--- src/rtl/fp_pkg.sv ---
// fp_pkg: op codes, canonical NaN and FSM state shared by the FP ALU
// scheduler and its arbiter.
package fp_pkg;

  localparam logic [3:0] FP_ADD     = 4'd0;
  localparam logic [3:0] FP_SUB     = 4'd1;
  localparam logic [3:0] FP_MUL     = 4'd2;
  localparam logic [3:0] FP_ILL3    = 4'd3;
  localparam logic [3:0] FP_MIN     = 4'd4;
  localparam logic [3:0] FP_MAX     = 4'd5;
  localparam logic [3:0] FP_SGNJ    = 4'd6;
  localparam logic [3:0] FP_SGNJN   = 4'd7;
  localparam logic [3:0] FP_SGNJX   = 4'd8;
  localparam logic [3:0] FP_EQ      = 4'd9;
  localparam logic [3:0] FP_LT      = 4'd10;
  localparam logic [3:0] FP_LE      = 4'd11;
  localparam logic [3:0] FP_CVT_W_S = 4'd12;
  localparam logic [3:0] FP_CLASS   = 4'd13;
  localparam logic [3:0] FP_CVT_S_W = 4'd14;
  localparam logic [3:0] FP_ILL15   = 4'd15;

  localparam logic [31:0] FP_QNAN = 32'h7FC00000;

  typedef enum logic [1:0] {
    S_IDLE,
    S_EXEC,
    S_RESP
  } fp_state_e;

  function automatic logic fp_illegal(input logic [3:0] op);
    return (op == FP_ILL3) || (op == FP_ILL15);
  endfunction

endpackage

--- src/rtl/fp_alu_sched_arb.sv ---
// fp_sched_arb: two-port request arbiter.
// FP_SCHED_RR_EN selects round-robin; otherwise port 0 has fixed priority.
module fp_sched_arb (
  input  logic       clk,
  input  logic       reset,
  input  logic [1:0] valid,
  input  logic       en,
  input  logic       advance,
  output logic [1:0] grant
);

`ifdef FP_SCHED_RR_EN
  // ptr_q names the port preferred on a tie
  logic ptr_q;
  logic ptr_d;

  assign ptr_d = advance ? ~ptr_q : ptr_q;

  always_ff @(posedge clk) begin
    if (reset) begin
      ptr_q <= 1'b0;
    end else begin
      ptr_q <= ptr_d;
    end
  end

  always_comb begin
    grant = 2'b00;
    if (en) begin
      if (valid == 2'b11) begin
        grant = ptr_q ? 2'b10 : 2'b01;
      end else begin
        grant = valid;
      end
    end
  end
`else
  logic unused_arb;
  assign unused_arb = ^{clk, reset, advance};

  always_comb begin
    grant = 2'b00;
    if (en) begin
      grant = valid[0] ? 2'b01 : valid;
    end
  end
`endif

endmodule

--- src/rtl/fp_alu_sched.sv ---
// fp_alu_sched: shares one combinational FP ALU between two requesters.
// Arbitration mode is selected by FP_SCHED_RR_EN (see fp_sched_arb).
module fp_alu_sched
  import fp_pkg::*;
#(
  parameter int unsigned LAT_ADD  = 2,
  parameter int unsigned LAT_MUL  = 3,
  parameter int unsigned LAT_MISC = 1
) (
  input  logic        clk,
  input  logic        reset,
  input  logic [1:0]  req_valid,
  output logic [1:0]  req_ready,
  input  logic [3:0]  req_op0,
  input  logic [3:0]  req_op1,
  input  logic        req_su0,
  input  logic        req_su1,
  input  logic [31:0] req_a0,
  input  logic [31:0] req_b0,
  input  logic [31:0] req_a1,
  input  logic [31:0] req_b1,
  output logic [1:0]  rsp_valid,
  input  logic [1:0]  rsp_ready,
  output logic [31:0] rsp_result,
  output logic        rsp_err,
  output logic [3:0]  alu_control,
  output logic        alu_s_u,
  output logic [31:0] alu_a,
  output logic [31:0] alu_b,
  input  logic [31:0] alu_result
);

  localparam int CW = 8;

  function automatic logic [CW-1:0] lat_m1(input logic [3:0] op);
    int unsigned l;
    case (op)
      FP_ADD, FP_SUB: l = LAT_ADD;
      FP_MUL:         l = LAT_MUL;
      default:        l = LAT_MISC;
    endcase
    return CW'(l - 1);
  endfunction

  fp_state_e   state_q;
  logic        port_q;
  logic [CW-1:0] cnt_q;
  logic [3:0]  op_q;
  logic        su_q;
  logic [31:0] a_q;
  logic [31:0] b_q;
  logic [31:0] res_q;
  logic        err_q;

  logic [1:0]  grant;
  logic        arb_en;
  logic        accept;
  logic [3:0]  op_d;
  logic        su_d;
  logic [31:0] a_d;
  logic [31:0] b_d;

  assign arb_en = (state_q == S_IDLE) && !reset;
  assign accept = |grant;

  fp_sched_arb u_arb (
    .clk     (clk),
    .reset   (reset),
    .valid   (req_valid),
    .en      (arb_en),
    .advance (accept),
    .grant   (grant)
  );

  assign op_d = grant[1] ? req_op1 : req_op0;
  assign su_d = grant[1] ? req_su1 : req_su0;
  assign a_d  = grant[1] ? req_a1  : req_a0;
  assign b_d  = grant[1] ? req_b1  : req_b0;

  always_ff @(posedge clk) begin
    if (reset) begin
      state_q <= S_IDLE;
      port_q  <= 1'b0;
      cnt_q   <= '0;
      op_q    <= '0;
      su_q    <= 1'b0;
      a_q     <= '0;
      b_q     <= '0;
      res_q   <= '0;
      err_q   <= 1'b0;
    end else begin
      unique case (state_q)
        S_IDLE: begin
          if (accept) begin
            port_q <= grant[1];
            op_q   <= op_d;
            su_q   <= su_d;
            a_q    <= a_d;
            b_q    <= b_d;
            cnt_q  <= lat_m1(op_d);
            // Illegal ops never reach the ALU
            if (fp_illegal(op_d)) begin
              res_q   <= FP_QNAN;
              err_q   <= 1'b1;
              state_q <= S_RESP;
            end else begin
              state_q <= S_EXEC;
            end
          end
        end
        S_EXEC: begin
          if (cnt_q == '0) begin
            res_q   <= alu_result;
            err_q   <= 1'b0;
            state_q <= S_RESP;
          end else begin
            cnt_q <= cnt_q - 1'b1;
          end
        end
        S_RESP: begin
          if (rsp_ready[port_q]) begin
            state_q <= S_IDLE;
          end
        end
        default: state_q <= S_IDLE;
      endcase
    end
  end

  assign req_ready   = grant;
  assign rsp_valid   = (state_q == S_RESP) ? (port_q ? 2'b10 : 2'b01) : 2'b00;
  assign rsp_result  = res_q;
  assign rsp_err     = err_q;
  assign alu_control = op_q;
  assign alu_s_u     = su_q;
  assign alu_a       = a_q;
  assign alu_b       = b_q;

endmodule

--- config.mk ---
export PLATFORM = sky130hd
export DESIGN_NAME = fp_alu_sched
export DESIGN_NICKNAME = d
export VERILOG_FILES = /design/src/rtl/fp_pkg.sv /design/src/rtl/fp_alu_sched_arb.sv /design/src/rtl/fp_alu_sched.sv
export SDC_FILE = /design/constraint.sdc
export NUM_CORES = 1
export LEC_CHECK = 0
export CAP_MARGIN = 40
export CORE_ASPECT_RATIO = 1.25
export CORE_UTILIZATION = 34
export DETAILED_ROUTE_END_ITERATION = 7
export GPL_TIMING_DRIVEN = 0
export MAX_ROUTING_LAYER = met4
export PLACE_DENSITY = 0.73
export REMOVE_ABC_BUFFERS = 1
export SYNTH_ARGS = -nofsm -noshare
export SYNTH_HDL_FRONTEND = slang
export SYNTH_HIERARCHICAL = 1
export SYNTH_SLANG_ARGS = --single-unit
--- constraint.sdc ---
create_clock -name clk -period 2.9 [get_ports clk]
set_input_delay 0.435 -clock clk [delete_from_list [all_inputs] [get_ports clk]]
set_output_delay 0.435 -clock clk [all_outputs]
set_load 0.01 [all_outputs]
==> flow_metrics.py <==
metrics = {
    "status": {
        "status": "completed",
    },
    "yosys": {
        "syn_inst": 526,
        "syn_area_sq_um": 4970,
        "syn_area_per_cell_sq_um": 9.46,
        "yosysWarnings": 6,
    },
    "setup_path": {
        "reg2reg_from": "state_q[0]$_SDFFE_PP0P_",
        "cp_top_family": "simple AND/OR/NAND/NOR gates",
        "startpoint": "reset",
        "critPathMaxStageDelay_ps": 590,
        "crit_buf_inv": 3,
        "cp_max_fo": 79,
        "r2r_cells": 11,
        "end_kind": "flop",
        "crit_path_start_kind": "input pin",
        "slowest_stage": "or4_1",
        "cp_cell_sequence": "buf_6 > nor3_4 > and3b_4 > buf_4 > or4_1 > o41ai_2 > nor2_1 > a21oi_1 > ha_1 > inv_1 > o211ai_1 > a21oi_1",
        "critPathRequiredTime_ps": 3150,
        "arrival_ps": 3030,
        "cp.depth": 12,
        "crit_type": "in2reg",
        "cpMostUsedCell": "a21oi_1",
    },
    "floorplan": {
        "start_util_pct": 34.7,
        "core_area_sq_um": 14300,
        "die_y_um": 137,
        "dieArea_sq_um": 15100,
        "die_w_um": 110,
        "num_rows": 49,
        "ios": 282,
    },
    "cts": {
        "cts_buffers": 17,
        "cts_tree": "yes",
        "clock_latency_ps": 410,
        "cts.sinks": 113,
        "cts_max_level": 4,
        "cts_hold_buf": 0,
        "cts_root_buffer": "clkbuf_16",
        "clk_pin_slew_ps": 60,
        "clockBufferDepth": 2,
    },
    "final_layout": {
        "finish.instance_area_sq_um": 8740,
        "final_core_util_pct": 60.9,
        "final_cells": 988,
        "final_cell_mix": "280 x clkdlybuf4s50_1, 113 x dfxtp_1, 75 x nor2_1, 70 x mux2i_1, 69 x a211oi_1",
        "nets": 975,
        "diodes": 0,
        "nFillCells": 1250,
        "area_growth_pct": 75.6,
        "final_common_cell": "clkdlybuf4s50_1",
        "drive_gt1_share_pct": 9.26,
    },
    "drt": {
        "postRouteWirelength_mm": 17.4,
        "first_iter_violations": 228,
        "remaining_drc_errors": 0,
        "vias": 5220,
        "vias_per_cell": 5.28,
        "dr.pass1.iters": 4,
        "postRouteAntennaNets": 0,
        "wire_per_inst_um": 17.6,
    },
    "job": {
        "cap_violations": 0,
    },
    "power_and_ir_drop": {
        "p_leak_nw": 3.19,
        "total_power_mw": 5.73,
        "ir_worst_vdd_v": 0.000409,
        "power.density_nw_per_um2": 655,
    },
    "sta": {
        "relSlewSlack_pct": 44.7,
        "hold_slack_ps": 460,
        "fmax_mhz": 359,
        "final.period_utilization_pct": 95.9,
        "skew_ps": 13.4,
        "tightest_slew_ps": 830,
        "hold_violations": 0,
        "slew_viol_final": 0,
        "worst_slack_ps": 118,
        "setup_violations": 0,
        "rsz0062_at_grt": "false",
        "fin_setup_tns_ps": 0,
        "finalCriticalPeriod_ps": 2780,
    },
    "grt": {
        "grt_start_max_net_pins": 80,
        "antenna_found_initial": 0,
        "grt_pass1_wl_mm": 25.2,
        "grt_pass1_vias": 4939,
        "grt_usage_pct": 22.7,
        "globalRouteOverflowTotal": 0,
    },
    "placement": {
        "place_ws_ps": -1140,
        "gp_congestion": 0.795,
        "port_buffers": 281,
        "hpwlAfterDp_mm": 12.3,
        "dp.cells": 950,
        "place_area_sq_um": 8050,
    },
    "min_path": {
        "whs_path_depth": 2,
        "worstHoldStart": "rsp_result[1]$_SDFFE_PP0P_",
        "holdCritPathClass": "reg2reg",
    },
}
[where the power goes]
part	switching [mW]	leakage, nW	internal [mW]
Clock	0.730	0.284	1.35
Combinational	0.781	1.98	0.938
Sequential	0.141	0.927	1.79
Total	1.65	3.19	4.07
[worst register-to-register path, stage by stage (launching register included)]
cell      delay (ps)
dfxtp_1          570
nor3_4            60
and3b_4          220
buf_4            230
or4_1            600
o41ai_2           90
nor2_1            70
a21oi_1          140
ha_1             270
inv_1             90
o211ai_1         190
a21oi_1           90
[final timing paths]
kind,endpoint,slack (ps)
worst min-delay path,rsp_result[1]$_SDFFE_PP0P_,460
worst min register to register,rsp_result[1]$_SDFFE_PP0P_,460
worst max register to register,cnt_q[2]$_SDFFE_PP0P_,130
worst max-delay path,cnt_q[2]$_SDFFE_PP0P_,120
[layer usage]
metal | vias to the layer above | global-route usage (%) | part of all wire, %
met2 | 243 | 39.0 | 51
met3 | 23 | 6.24 | 8.6
met5 | - | - | 0
met1 | 2418 | 24.7 | 39
met4 | 0 | 9.14 | 1.5
li1 | 2536 | - | -
[sequential cells by signal, summed over array words and instances (netlist names)]
| name | flops |
|---|---|
| rsp_result | 32 |
| alu_s_u | 1 |
| cnt_q | 8 |
| rsp_err | 1 |
| alu_b | 32 |
| alu_control | 4 |
| alu_a | 32 |
| port_q | 1 |
| state_q | 2 |
[area by class of cell]
| cell class | instances | area [sq um] | area share [%] |
|---|---|---|---|
| clock inverter | 9 | 106 | 1.22 |
| sequential | 113 | 2260 | 25.9 |
| inverter | 3 | 11.3 | 0.129 |
| multi-input combinational | 359 | 2560 | 29.3 |
| tap | 178 | 223 | 2.55 |
| timing repair buffer | 304 | 3090 | 35.4 |
| clock buffer | 22 | 484 | 5.54 |
[what timing repair did]
item	in CTS	in global routing
pin swaps	1	2
buffers inserted	1	4
resized for setup	5	2
setup endpoints to repair	114	30
gates cloned	1	0
Power figures use the tool's default switching activity.
